==> config.mk <==
export PLATFORM = sky130hd
export DESIGN_NAME = tic_tac_toe_game
export DESIGN_NICKNAME = d
export VERILOG_FILES = /design/src/rtl/ttt_pkg.sv /design/src/rtl/ttt_line_check.sv /design/src/rtl/tic_tac_toe_game.sv
export SDC_FILE = /design/constraint.sdc
export NUM_CORES = 1
export LEC_CHECK = 0
export CAP_MARGIN = 20
export CORE_ASPECT_RATIO = 0.5
export CORE_MARGIN = 10
export CORE_UTILIZATION = 30
export DETAILED_ROUTE_END_ITERATION = 7
export GPL_TIMING_DRIVEN = 0
export SLEW_MARGIN = 15
export SYNTH_ARGS = -nofsm -noshare
export SYNTH_HDL_FRONTEND = slang
export SYNTH_HIERARCHICAL = 1
export SYNTH_SLANG_ARGS = --single-unit
==> constraint.sdc <==
create_clock -name clk -period 4.01 [get_ports clk]
set_clock_uncertainty 0.1 [all_clocks]
set_input_delay 0.6015 -clock clk [delete_from_list [all_inputs] [get_ports clk]]
set_output_delay 0.6015 -clock clk [all_outputs]
set_load 0.005 [all_outputs]
==> src/rtl/ttt_pkg.sv <==
// Shared cell/turn types and board geometry for the tic-tac-toe controller.
package ttt_pkg;

    typedef enum logic [1:0] {
        EMPTY = 2'b00,
        P1    = 2'b01,
        P2    = 2'b10
    } cell_t;

    typedef enum logic {
        TURN_P1 = 1'b0,
        TURN_P2 = 1'b1
    } turn_t;

    localparam int NUM_CELLS = 9;
    localparam int NUM_LINES = 8;

    localparam int A = 0;
    localparam int B = 1;
    localparam int C = 2;
    localparam int D = 3;
    localparam int E = 4;
    localparam int F = 5;
    localparam int G = 6;
    localparam int H = 7;
    localparam int I = 8;

    localparam int LINES [NUM_LINES][3] = '{
        '{A, B, C}, '{D, E, F}, '{G, H, I},
        '{A, D, G}, '{B, E, H}, '{C, F, I},
        '{A, E, I}, '{C, E, G}
    };

endpackage

==> src/rtl/ttt_line_check.sv <==
// Combinational win/full evaluator over the registered 9-cell board.
module ttt_line_check
    import ttt_pkg::*;
(
    input  cell_t [NUM_CELLS-1:0] cells,
    output logic                  p1_win,
    output logic                  p2_win,
    output logic                  grid_full
);

    always_comb begin
        p1_win    = 1'b0;
        p2_win    = 1'b0;
        grid_full = 1'b1;
        for (int l = 0; l < NUM_LINES; l++) begin
            if (cells[LINES[l][0]] == P1 &&
                cells[LINES[l][1]] == P1 &&
                cells[LINES[l][2]] == P1)
                p1_win = 1'b1;
            if (cells[LINES[l][0]] == P2 &&
                cells[LINES[l][1]] == P2 &&
                cells[LINES[l][2]] == P2)
                p2_win = 1'b1;
        end
        for (int k = 0; k < NUM_CELLS; k++)
            if (cells[k] == EMPTY)
                grid_full = 1'b0;
    end

endmodule

==> src/rtl/tic_tac_toe_game.sv <==
// Two-player tic-tac-toe controller: button edge capture, move
// arbitration, turn tracking and LED mapping.
module tic_tac_toe_game
    import ttt_pkg::*;
#(
    parameter int BLINK_DIV = 4
) (
    input  logic clk,
    input  logic reset,
    input  logic a, b, c, d, e, f, g, h, i,
    output logic p1_turn,
    output logic p2_turn,
    output logic p1_win,
    output logic p2_win,
    output logic grid_full,
    output logic a_led, b_led, c_led,
    output logic d_led, e_led, f_led,
    output logic g_led, h_led, i_led
);

    logic [NUM_CELLS-1:0] btn, bsamp, bprev, press, led;
    cell_t [NUM_CELLS-1:0] cells, cells_d;
    turn_t                 turn, turn_d;
    logic [BLINK_DIV-1:0]  div;
    logic [3:0]            pick;
    logic                  pick_ok, move_ok, game_over, blink;
    cell_t                 mover;

    assign btn   = {i, h, g, f, e, d, c, b, a};
    assign press = bsamp & ~bprev;

    ttt_line_check u_line_check (
        .cells     (cells),
        .p1_win    (p1_win),
        .p2_win    (p2_win),
        .grid_full (grid_full)
    );

    assign game_over = p1_win | p2_win | grid_full;
    assign p1_turn   = ~game_over & (turn == TURN_P1);
    assign p2_turn   = ~game_over & (turn == TURN_P2);
    assign mover     = (turn == TURN_P1) ? P1 : P2;

    // Scan from i down to a so the lowest eligible index wins.
    always_comb begin
        pick    = '0;
        pick_ok = 1'b0;
        for (int k = NUM_CELLS - 1; k >= 0; k--) begin
            if (press[k] && cells[k] == EMPTY) begin
                pick    = 4'(k);
                pick_ok = 1'b1;
            end
        end
    end

    assign move_ok = pick_ok & ~game_over;

    always_comb begin
        cells_d = cells;
        turn_d  = turn;
        if (move_ok) begin
            cells_d[pick] = mover;
            turn_d = (turn == TURN_P1) ? TURN_P2 : TURN_P1;
        end
    end

    // Live buttons load both history stages so a held key stays silent.
    always_ff @(posedge clk) begin
        if (reset) begin
            for (int k = 0; k < NUM_CELLS; k++)
                cells[k] <= EMPTY;
            turn  <= TURN_P1;
            bsamp <= btn;
            bprev <= btn;
            div   <= '0;
        end else begin
            cells <= cells_d;
            turn  <= turn_d;
            bsamp <= btn;
            bprev <= bsamp;
            div   <= div + 1'b1;
        end
    end

    assign blink = div[BLINK_DIV-1];

    always_comb begin
        led = '0;
        for (int k = 0; k < NUM_CELLS; k++)
            led[k] = (cells[k] == P1) | ((cells[k] == P2) & blink);
    end

    assign {i_led, h_led, g_led, f_led, e_led,
            d_led, c_led, b_led, a_led} = led;

endmodule

==> impl_metrics.env <==
export IMPL_outcome="complete, no violations"
export IMPL_slowest_delay_ns=0.60
export IMPL_required_ns=3.31
export IMPL_cp_max_fo=12
export IMPL_drive_gt1_share_pct=14.1
export IMPL_grt_max_degree=13
export IMPL_ctsHoldBuffers=0
export IMPL_tightestPinTransition_ns=0.836
export IMPL_drtIter0Drc=107
export IMPL_ys_ff_latch=41
export IMPL_whs_ns=0.338
export IMPL_vias=1769
export IMPL_routedWlPerCell_um=16.2
export IMPL_hp_class="reg2reg"
export IMPL_post_dp_cell_area_mm2=0.00237
export IMPL_dieArea_mm2=0.0106
export IMPL_io_pins=25
export IMPL_numCtsBuffers=5
export IMPL_synthCells=209
export IMPL_antenna_found_initial=0
export IMPL_cp_num_buf_inv=2
export IMPL_n_antenna_cell=0
export IMPL_grt_usage_pct=10.1
export IMPL_fillers=633
export IMPL_final_nets=252
export IMPL_drv_cap=0
export IMPL_cp_slowest_cell="clkdlybuf4s50_1"
export IMPL_h_tree_depth=2
export IMPL_clk_pin_slew_ns=0.06
export IMPL_irDropWorstVdd_mv=0.170
export IMPL_cts_repair_resized=0
export IMPL_place_congestion=0.878
export IMPL_start_util_pct=32.1
export IMPL_drv_slew=0
export IMPL_setup_worst_path_class="reg2out"
export IMPL_crit_path_end_kind="output pin"
export IMPL_synth_cell_types=42
export IMPL_syn_cell_area_mm2=0.00202
export IMPL_grt_pass1_wl_um=8640
export IMPL_relSlewSlack_pct=43.8
export IMPL_setup_viol=0
export IMPL_synth_nets=221
export IMPL_die_x_um=136
export IMPL_setup_ws_ns=0.216
export IMPL_fin_area_mm2=0.00254
export IMPL_cts_setup_buffers=0
export IMPL_final_setup_tns_ns=0
export IMPL_yosys_warnings=6
export IMPL_clock_sinks=41
export IMPL_area_growth_pct=25.9
export IMPL_totalWireLength_um=5340
export IMPL_fp_row_count=20
export IMPL_leakagePower_uw=0.000843
export IMPL_clkLatencyLatePin_ns=0.29
export IMPL_coreArea_mm2=0.00628
export IMPL_clock_path_buffers=2
export IMPL_powerDensity_mw_per_mm2=440
export IMPL_die_h_um=78.0
export IMPL_start_kind="register"
export IMPL_crit_family="simple AND/OR/NAND/NOR gates"
export IMPL_hold_violations=0
export IMPL_io_buffer_count=24
export IMPL_dpl_worst_slack_ns=0.555
export IMPL_hpwl_um=3890
export IMPL_detail_route_antenna_nets=0
export IMPL_firstDrtPassIters=4
export IMPL_layout_cells_non_filler=329
export IMPL_route_detailed_drc=0
export IMPL_rsz0062_at_grt="no"
export IMPL_fin_crit_sh_pct=94.6
export IMPL_grt_pass1_vias=1691
export IMPL_placed_cells=321
export IMPL_min_period_ns=3.79
export IMPL_syn_area_per_cell_um2=9.64
export IMPL_via_per_inst=5.38
export IMPL_max_freq_ghz=0.264
export IMPL_cts_root_buffer="clkbuf_16"
export IMPL_cts_tree="yes"
export IMPL_synth_seq_area_share_pct=40.7
export IMPL_path_cells="and4bb_2 > o21ai_0 > nand4_1 > nor3_1 > and2_1 > clkbuf_1 > clkdlybuf4s50_1"
export IMPL_cp_arrival_ns=3.09
export IMPL_overflow=0
## layer usage
metal  track usage [%]  share of wire [%]  wire length, um  up-vias
met5                 0                  0                0        -
met4              4.33                1.5               82        0
met3              2.44                6.3              337       10
met2              15.8                 46             2440       47
met1              13.0                 47             2480      847
li1                  -                  -                -      865
## final timing paths
kind                  start  endpoint  slack, ns  cells past startpoint
setup reg to reg  cells[13]  cells[9]       1.15                      8
hold reg to reg      div[0]    div[0]       0.34                      1
hold / removal       div[0]    div[0]       0.34                      1
setup / recovery  cells[13]   p2_turn       0.22                      7
## state kept, by name, indices dropped and copies added, names as in the netlist
register and cells:
bprev 9, bsamp 9, div 4, turn 1
cells 18
## final cells by class
type	instances	area, um2	share of cell area [%]
Clock inverter	1	30.0	1.18
Buffer	6	22.5	0.887
Inverter	9	33.8	1.33
Clock buffer	7	143	5.62
Timing Repair Buffer	24	240	9.46
Tap cell	88	110	4.34
Sequential cell	41	821	32.3
Multi-Input combinational cell	153	1140	44.8
## cell families (layout without fill, tap and decap cells)
family | after synthesis | count (layout) | synth area share (%)
muxes | 11 | 11 | 6.02
and+or+nand+nor | 94 | 94 | 35.0
DFF | 41 | 41 | 40.7
xor gates and xnor gates | 2 | 2 | 0.869
buffers and inverters | 15 | 47 | 2.79
adders and majority gates | 1 | 1 | 0.621
AOI/OAI and AO/OA | 45 | 45 | 14.0
## placed cells by master (no fill, tap or decap), drive strengths merged, types with 2 or more instances in the layout
cell and instances:
dfxtp 41, clkdlybuf4s50 24, nor2 17, o21ai 15
nand3 13, clkbuf 13, nor2b 10, mux2 9
inv 9, a21oi 9, nor4bb 9, nor4b 8
and4bb 7, or4b 6, nand2 5, o32ai 4
nand4 4, nand2b 4, o31ai 4, o22ai 4
and2 3, mux2i 2, a31oi 2, a41oi 2
a22oi 2, nor4 2, nor3 2
## synth_stat cells, drive strengths merged
library cell / instances / share of area, %
nor4b: 8 / 4.8
or3: 1 / 0.31
nand2: 5 / 0.93
a311oi: 1 / 0.43
inv: 9 / 1.7
xnor2: 1 / 0.43
or4b: 6 / 3.5
xor2: 1 / 0.43
a22oi: 2 / 0.74
mux2i: 2 / 0.99
mux2: 9 / 5.0
o31ai: 4 / 1.5
o32ai: 4 / 1.7
or2b: 1 / 0.37
and4: 1 / 0.56
clkbuf: 6 / 1.1
o211ai: 1 / 0.37
o21ai: 15 / 3.7
a41oi: 2 / 0.87
nand2b: 4 / 1.2
dfxtp: 41 / 41
nand4: 4 / 1.2
nand3: 13 / 3.2
ha: 1 / 0.62
nor4: 2 / 1.7
a31oi: 2 / 0.62
nor2b: 10 / 3.1
nor2: 17 / 3.2
a21oi: 9 / 2.2
and2: 3 / 0.93
and4bb: 7 / 4.3
and3: 1 / 0.31
nor3: 2 / 0.74
nor4bb: 9 / 4.5
a311o: 1 / 0.50
o22ai: 4 / 1.2
## power breakdown
group | total (uW) | internal, uW | leakage [uW] | switching, uW
clock network | 468 | 311 | 0.0000841 | 157
registers | 478 | 437 | 0.000339 | 41.0
logic | 171 | 89.1 | 0.000419 | 82.3
total | 1120 | 837 | 0.000843 | 281
## stage by stage
step	power [uW]	utilization, %
final	1120	40.4
after CTS	1130	40.4
after global placement	651	37.7
after global routing	1160	40.4
after detailed placement	658	37.7
after floorplan	584	-
No activity file was read; power rests on OpenSTA's default activity.
